## src/rtl/pkt_rr_mux_pkg.sv

```systemverilog
// Shared definitions for pkt_rr_mux: flit type codes, width defaults,
// level constants and the arbitration FSM state type.
package pkt_rr_mux_pkg;

  // Flit type codes; the type field sits in the MSBs of every flit.
  typedef enum logic [1:0] {
    TYPE_NONE = 2'b00,
    TYPE_HEAD = 2'b01,
    TYPE_DATA = 2'b10,
    TYPE_TAIL = 2'b11
  } flit_type_e;

  localparam int DATAW_DEF = 64;
  localparam int VCHW_DEF  = 2;

  localparam logic HIGH   = 1'b1;
  localparam logic ENABLE = 1'b1;

  // IDLE: arbitrating on HEAD flits. LOCKED: one port owns the output.
  typedef enum logic {
    ST_IDLE   = 1'b0,
    ST_LOCKED = 1'b1
  } state_e;

endpackage

```

## src/rtl/pkt_rr_mux_rr_arbiter.sv

```systemverilog
// rr_arbiter: combinational round-robin pick. Grants the first requester
// found at or after ptr, wrapping modulo NPORT. gnt is one-hot or zero.
module rr_arbiter #(
  parameter int NPORT = 2,
  parameter int PW    = (NPORT > 1) ? $clog2(NPORT) : 1
) (
  input  logic [NPORT-1:0] req,
  input  logic [PW-1:0]    ptr,
  output logic [NPORT-1:0] gnt
);

  logic          found;
  logic [PW-1:0] idx;

  // Scan from ptr upwards and keep only the first hit.
  always_comb begin
    gnt   = '0;
    found = 1'b0;
    idx   = '0;
    for (int i = 0; i < NPORT; i++) begin
      idx = PW'((int'(ptr) + i) % NPORT);
      if (!found && req[idx]) begin
        gnt[idx] = 1'b1;
        found    = 1'b1;
      end
    end
  end

endmodule

```

## src/rtl/pkt_rr_mux.sv

```systemverilog
// pkt_rr_mux: N-input packet-locked round-robin flit multiplexer with a
// registered output slot and per-input ready/valid backpressure.
// A port wins on a HEAD flit and keeps the output until its TAIL is taken.
// Optional feature macro TOGGLE_CNT_EN adds the tgl_cnt output, a saturating
// count of bit toggles on odata across output loads.
module pkt_rr_mux
  import pkt_rr_mux_pkg::*;
#(
  parameter int NPORT = 2,
  parameter int DATAW = DATAW_DEF,
  parameter int TYPEW = 2,
  parameter int VCHW  = VCHW_DEF
) (
  input  logic                           clk,
  input  logic                           rst_,
  input  logic [NPORT*(TYPEW+DATAW)-1:0] idata,
  input  logic [NPORT-1:0]               ivalid,
  input  logic [NPORT*VCHW-1:0]          ivch,
  output logic [NPORT-1:0]               iready,
  output logic [TYPEW+DATAW-1:0]         odata,
  output logic                           ovalid,
  output logic [VCHW-1:0]                ovch,
  input  logic                           oready,
  output logic [NPORT-1:0]               grant,
  output logic                           proto_err
`ifdef TOGGLE_CNT_EN
  ,
  output logic [31:0]                    tgl_cnt
`endif
);

  localparam int FW = TYPEW + DATAW;
  localparam int PW = (NPORT > 1) ? $clog2(NPORT) : 1;
  localparam logic [TYPEW-1:0] T_HEAD = TYPEW'(TYPE_HEAD);
  localparam logic [TYPEW-1:0] T_TAIL = TYPEW'(TYPE_TAIL);

  state_e          state_q, state_d;
  logic [NPORT-1:0] grant_q, grant_d;
  logic [PW-1:0]   rr_ptr_q, rr_ptr_d;
  logic [FW-1:0]   odata_q, odata_d;
  logic [VCHW-1:0] ovch_q, ovch_d;
  logic            ovalid_q, ovalid_d;
  logic            proto_err_q, proto_err_d;

  logic [FW-1:0]    flit_w [NPORT];
  logic [VCHW-1:0]  vch_w  [NPORT];
  logic [NPORT-1:0] head_req, nonhead_req, tail_w;
  logic [NPORT-1:0] pick, ready_w, acc;
  logic [PW-1:0]    owner;
  logic             free, accept;
  logic [FW-1:0]    sel_flit;
  logic [VCHW-1:0]  sel_vch;

  // Per-port slicing and flit-type decode.
  for (genvar gi = 0; gi < NPORT; gi++) begin : g_port
    assign flit_w[gi]      = idata[gi*FW +: FW];
    assign vch_w[gi]       = ivch[gi*VCHW +: VCHW];
    assign head_req[gi]    = ivalid[gi] && (flit_w[gi][FW-1 -: TYPEW] == T_HEAD);
    assign nonhead_req[gi] = ivalid[gi] && (flit_w[gi][FW-1 -: TYPEW] != T_HEAD);
    assign tail_w[gi]      = (flit_w[gi][FW-1 -: TYPEW] == T_TAIL);
  end

  rr_arbiter #(.NPORT(NPORT), .PW(PW)) u_arb (
    .req (head_req),
    .ptr (rr_ptr_q),
    .gnt (pick)
  );

  // Arbitration FSM: ready generation, grant lock/release, rr pointer, error flag.
  always_comb begin
    free        = !ovalid_q || oready;
    state_d     = state_q;
    grant_d     = grant_q;
    rr_ptr_d    = rr_ptr_q;
    proto_err_d = proto_err_q;
    ready_w     = '0;
    owner       = '0;
    for (int k = 0; k < NPORT; k++) begin
      if (grant_q[k]) owner = PW'(k);
    end
    case (state_q)
      ST_IDLE: begin
        ready_w = pick & {NPORT{free}};
        if (|nonhead_req) proto_err_d = ENABLE;
      end
      ST_LOCKED: ready_w = grant_q & {NPORT{free}};
      default: ready_w = '0;
    endcase
    // Nothing is taken while reset is held.
    if (!rst_) ready_w = '0;
    acc    = ivalid & ready_w;
    accept = |acc;
    if (state_q == ST_IDLE && accept) begin
      state_d = ST_LOCKED;
      grant_d = pick;
    end
    if (state_q == ST_LOCKED && |(acc & tail_w)) begin
      state_d  = ST_IDLE;
      grant_d  = '0;
      rr_ptr_d = (owner == PW'(NPORT-1)) ? '0 : owner + 1'b1;
    end
  end

  // Output slot: load the accepted flit, otherwise drain when downstream is ready.
  always_comb begin
    sel_flit = '0;
    sel_vch  = '0;
    for (int k = 0; k < NPORT; k++) begin
      sel_flit = sel_flit | ({FW{acc[k]}} & flit_w[k]);
      sel_vch  = sel_vch  | ({VCHW{acc[k]}} & vch_w[k]);
    end
    odata_d  = odata_q;
    ovch_d   = ovch_q;
    ovalid_d = ovalid_q;
    if (accept) begin
      odata_d  = sel_flit;
      ovch_d   = sel_vch;
      ovalid_d = HIGH;
    end else if (oready) begin
      ovalid_d = 1'b0;
    end
  end

  // State and output registers.
  always_ff @(posedge clk) begin
    if (!rst_) begin
      state_q     <= ST_IDLE;
      grant_q     <= '0;
      rr_ptr_q    <= '0;
      odata_q     <= '0;
      ovch_q      <= '0;
      ovalid_q    <= 1'b0;
      proto_err_q <= 1'b0;
    end else begin
      state_q     <= state_d;
      grant_q     <= grant_d;
      rr_ptr_q    <= rr_ptr_d;
      odata_q     <= odata_d;
      ovch_q      <= ovch_d;
      ovalid_q    <= ovalid_d;
      proto_err_q <= proto_err_d;
    end
  end

`ifdef TOGGLE_CNT_EN
  logic [31:0] tgl_cnt_q, tgl_cnt_d;
  logic [31:0] pc;
  logic [FW-1:0] diff;
  logic [32:0] sum;

  // Toggle counter: popcount of changed odata bits per load, saturating.
  always_comb begin
    diff = odata_q ^ odata_d;
    pc   = '0;
    for (int i = 0; i < FW; i++) begin
      pc = pc + 32'(diff[i]);
    end
    sum       = {1'b0, tgl_cnt_q} + {1'b0, pc};
    tgl_cnt_d = tgl_cnt_q;
    if (accept) tgl_cnt_d = sum[32] ? 32'hFFFF_FFFF : sum[31:0];
  end

  // Toggle counter register.
  always_ff @(posedge clk) begin
    if (!rst_) tgl_cnt_q <= '0;
    else       tgl_cnt_q <= tgl_cnt_d;
  end

  assign tgl_cnt = tgl_cnt_q;
`endif

  assign iready    = ready_w;
  assign odata     = odata_q;
  assign ovalid    = ovalid_q;
  assign ovch      = ovch_q;
  assign grant     = grant_q;
  assign proto_err = proto_err_q;

endmodule
```

## config.mk

```make
export PLATFORM = sky130hd
export DESIGN_NAME = pkt_rr_mux
export DESIGN_NICKNAME = d
export VERILOG_FILES = /design/src/rtl/pkt_rr_mux_pkg.sv /design/src/rtl/pkt_rr_mux_rr_arbiter.sv /design/src/rtl/pkt_rr_mux.sv
export SDC_FILE = /design/constraint.sdc
export NUM_CORES = 1
export LEC_CHECK = 0
export BUFFER_PORTS_ARGS = -buffer_cell sky130_fd_sc_hd__buf_2
export CORE_MARGIN = 2
export CORE_UTILIZATION = 47
export DETAILED_ROUTE_END_ITERATION = 8
export PLACE_DENSITY = 0.89
export SYNTH_ARGS = -nofsm -noshare
export SYNTH_HDL_FRONTEND = slang
export SYNTH_SLANG_ARGS = --single-unit
```

## constraint.sdc

```tcl
create_clock -name clk -period 4 [get_ports clk]
set_clock_uncertainty 0.2 [all_clocks]
set_input_delay 0.4 -clock clk [delete_from_list [all_inputs] [get_ports clk]]
set_output_delay 0.4 -clock clk [all_outputs]
set_load 0.05 [all_outputs]
```

# After elaboration in Yosys (flattened, before gate mapping)
# Index checks and enable logic that the tools add are counted.
# totals
register_bits	74
latch_bits	0
mem_bits_rw	0
romBits	0
input_bits	141
output_inout_bits	74
wordCells	67
n_memories	0
# op_classes
add_sub_neg	2
multipliers	0
div	0
order_cmp	4
n_eq_ne	6
n_shift	0
muxes	17
bitwise	13
reduce_logical	18
# op_table
op	n
66-bit bitwise AND	2
66-bit bitwise OR	1
2-bit bitwise AND	6
1-bit two-way mux	11
1-bit logical AND	9
2-bit OR reduction	4
2-bit two-way mux	3
2-bit by 1-bit equality test with 1-bit output (second input constant)	2
2-bit equality test (second input constant)	2
1-bit by 2-bit less-than comparator with 1-bit output (second input constant)	2
2-bit by 1-bit != test with 1-bit output (second input constant)	2
2-bit bitwise OR	2
2-bit one-hot mux with 2 select lines	1
1-bit adder (second input constant)	2
1-bit demux with 1-bit select	2
1-bit >= comparator (second input constant)	2
1-bit zero test	2
1-bit NOT	2
2-bit AND reduction	1
2-bit nonzero test	1
1-bit logical OR	1

# Longest topological paths before layout
# depth
ltp_word	16
mapped_depth	7
ltp_nobuf	4

# Hierarchy
# A second synthesis with hierarchy kept.
# unflattened
cells_unflattened	368
hier_area_um2	3221.8
# modules_own_cells
module	n_inst	cells_per_inst	area_each_um2	seq_area_each_um2
pkt_rr_mux	1	365	3203.1	1481.4
rr_arbiter	1	3	18.8	0.0

# Worst setup path after synthesis
# Ideal clock, no wire load.
# synth_timing
path_kind	register -> output
start	register grant_q[0], in the netlist grant[0]
end	output port iready[0]
arrival_time_ns	1.972
required_ns	3.400
slack_ns	1.428
stages_incl_launch_ff	5
path_buffers	1
path_cell_list	dfxtp_1 and2_1 a41o_1 clkbuf_1 nor2b_1
# synth_via
elab_chain_len	3
# synth_lines
element	line	source
start, declared	pkt_rr_mux.sv:38	logic [NPORT-1:0] grant_q, grant_d;
start signal, assigned	pkt_rr_mux.sv:136	grant_q <= grant_d;
2-bit bitwise AND	pkt_rr_mux.sv:86	ST_LOCKED: ready_w = grant_q & {NPORT{free}};
2-bit one-hot mux with 2 select lines	pkt_rr_mux.sv:81	case (state_q)
2-bit two-way mux	pkt_rr_mux.sv:90	if (!rst_) ready_w = '0;
end, declared	pkt_rr_mux.sv:19	output logic [NPORT-1:0] iready,
# Every way passes these cells.

# Final worst setup path
# layout_timing
start	register state_q
end	output port iready[0]
# layout_via
elab_chain_len	3
# layout_lines
element	line	source
start, declared	pkt_rr_mux.sv:37	state_e state_q, state_d;
start signal, assigned	pkt_rr_mux.sv:135	state_q <= state_d;
1-bit NOT	--	
2-bit one-hot mux with 2 select lines *	pkt_rr_mux.sv:81	
2-bit two-way mux *	pkt_rr_mux.sv:90	
# Mark *: on every way between the ends. The rest lies on a longest branch, timed or not.

==> impl_summary.md <==
Clocking
The buffers inserted during post-CTS setup optimization is 0. The number of gates resized after CTS was 0. The number of buffers added by the clock tree synthesis step is 9. The clock-pin slew on the worst setup and hold paths is 0.08 ns. The clock drives 74 sinks. TritonCTS built the clock tree. For the worst-skew pair, the clock arrives at the later sink with an insertion delay of between 0.3 and 0.4 ns. The number of hold buffers added after CTS was 0.

The root buffer selected by CTS is clkbuf_8. The worst-case clock buffer depth is 2. The H-tree generated during clock tree synthesis spans 3 levels.

Synthesis
Averaged over all synthesized cells, the footprint is 9.76 um^2. The proportion of synthesized chip area in sequential cells is a little over two fifths. The commonest cells after synthesis are 74 x dfxtp_1, 70 x and3_1, 69 x and2_1. The post-synthesis async set-or-reset flop share is 0%.

Yosys mapped a number of flops with a built-in enable equal to 0. The cell type with the highest aggregate area in the netlist is dfxtp_1. The count of distinct cell types in the synthesized netlist is 33. The Yosys warning count is 0. The share of the synthesized area in the top cell type is 42.4%. When the netlist entered floorplanning its net count stood at between 400 and 500. Synthesis inferred 74 register bits.

The gate count after technology mapping is 358. The most used flip-flop cell after synthesis is dfxtp_1. The netlist area before placement is 0.00349 mm^2. After synthesis, the cell types taking the most area are dfxtp_1 42%, a221o_1 19%, and3_1 13%. The most frequent cell after synthesis is dfxtp_1.

Floorplan
The die area is just over 0.008 mm^2. The die is about 90 um tall. Once the floorplan was initialized, standard cells occupied 48.4% of the core. The die is 90.2 um wide.

After floorplanning, the core was sized to cover 0.00721 mm^2. In this run the count of I/O pins placed on the die edge is 215. Row generation in the floorplan step produced 31 rows.

Power
Across the VDD grid, the largest voltage drop is 0.000154 V. For this design the ratio of total power to cell area is 371 mW/mm^2. Summed over all cells, the static leakage comes to between 2 and 3 nW.

Global routing
The remaining global-route overflow is 0. The first-pass GRT wire length is between 15 and 20 mm. The number of antenna violations at the first check in global routing is 0.

The via count of the first global-routing pass is around 3600. The global-route usage over all layers is 25.0%. Entering global routing, the biggest net connects 77 pins.

Layout
The proportion of layout cells with a drive suffix above 1 is 43.3%. The total of fill cells in the finished design is 625. For this run, the post-layout net count is approximately 690.

The footprint of the multi-input gates is between 0.0015 and 0.002 mm^2. The area growth from synthesis to layout is 35.9%. The repair_antennas step left the layout with diodes totalling 0. Once layout is complete, the utilization of the core stands at 65.8%. The area of all sequential standard cells is 0.00148 mm^2.

Worst setup path
The cell type of the slowest stage on the worst timing path is dfxtp_1. The maximum fanout along the worst path is 37. On the worst path, the slowest cell contributes a delay of 0.50 ns. The required time of the worst setup path is 3.40 ns.

The startpoint type of the worst setup path is a flop. The startpoint identified for the worst register-to-register timing path is state_q$_SDFFE_PP0P_. The critical path starts at state_q$_SDFFE_PP0P_. The gate family responsible for the most delay along the worst path is buffers and inverters. Together, buffers and inverters on the worst path number 2. The worst setup path is of the reg2out kind.

Walking the worst path, the cells encountered are and2_1 > a41o_1 > buf_4 > nor2b_1 > buf_2. The worst setup path is captured at an output pin. The data arrival time at the worst-slack endpoint is 1.87 ns.

Routing
In this run the remaining antenna-violating nets after routing total 0. After detailed routing, the total wire length is between 10 and 15 mm. The number of remaining DRC errors is 0. The number of iterations in the first detailed-routing pass is 4.

Dividing the detail-routed wire length by the instance count gives approximately 16 um. The detailed-route vias per instance is 5.58. The detailed router finished its first iteration with 202 violations. The routed layout has 3643 vias.

STA
The number of hold-slack violations in the final timing report is 0. The number of pins with negative max-slew slack in the final report is 0. Setup repair after global routing left no endpoint under its margin.

The maximum clock rate is 0.406 GHz. Hold timing on the final database bottoms out at a slack of 0.0801 ns. After routing, the total negative slack on setup checks comes to 0 ns.

The actual transition at the worst max-transition pin is just over 0.7 ns. Dividing the final minimum period by the clock period gives 61.6%. The worst pin sits at a relative slew slack of approximately half.

The minimum clock period after layout is 2.47 ns. Setup violations remaining at the end of the flow were counted as 0.

Placed design
The detailed placement HPWL is 7.27 mm. The congestion estimate from routability-driven global placement came to 0.811. The count of buffers added on input and output ports is 214.

Hold path
The type of the worst min-delay path is in2reg. The startpoint identified for the worst hold timing path is idata[79].

Job
The count of max-cap constraint violations is 0.

Status
The flow ran to the end, and the final reports show no timing, DRC or antenna violations.
state kept, by name (all words and copies together), names as in the netlist:
register   count
odata         66
grant          2
ovalid         1
ovch           2
state_q        1
proto_err      1
rr_ptr_q       1
cell usage in the layout, fill, tap and decap left out, types with 3 or more instances in the layout:
cell type and count:
buf_2 214, dfxtp_1 74, and2_1 69, and3_1 69
a221o_1 68, clkbuf_8 12, buf_4 6, nand2_1 4
inv_1 4, nand4_1 3
cell type report:
class / count / share of cell area, %
multi-input cells: 241 / 38.1
flip-flops and latches: 74 / 31.2
repair buffers: 220 / 23.5
clock buffers: 13 / 3.56
well taps: 99 / 2.61
clock inverters: 2 / 0.738
inverters: 4 / 0.316
per-stage QoR:
stage	setup slack, ns	std cells	total power [mW]	instance area [um^2]
after floorplan	1.43	358	1.05	3490
after global placement	1.56	638	1.17	4550
after detailed placement	1.50	638	1.18	4550
after CTS	1.54	653	1.77	4750
after global routing	1.40	653	1.83	4750
final	1.53	653	1.76	4750
final timing paths:
check / endpoint / slack, ns / cells after the start
worst max-delay path: iready[0] / 1.53 / 5
worst min-delay path: odata[13]$_SDFFE_PN0P_ / 0.08 / 2
worst max register to register: odata[47]$_SDFFE_PN0P_ / 1.76 / 6
worst min register to register: proto_err$_SDFFE_PN0P_ / 0.27 / 1
layer usage:
metal,vias to the layer above,wire length (um),track usage (%)
met5,-,0,0
met4,0,241,10.0
met3,22,645,5.11
met2,169,5280,44.3
met1,1714,4290,29.5
li1,1738,-,-
power breakdown:
group	internal (mW)	total (mW)	switching, mW
Sequential	0.776	0.796	0.0200
Combinational	0.128	0.368	0.240
Clock	0.336	0.596	0.260
cells by family after synthesis:
kind of cell	count (synthesis)	share of synthesized area, %
and+or+nand+nor	159	28.6
AOI/OAI and AO/OA	82	23.1
DFF	74	42.4
buffers and inverters	43	5.87
Note: power is estimated with default switching activity, not from simulation.
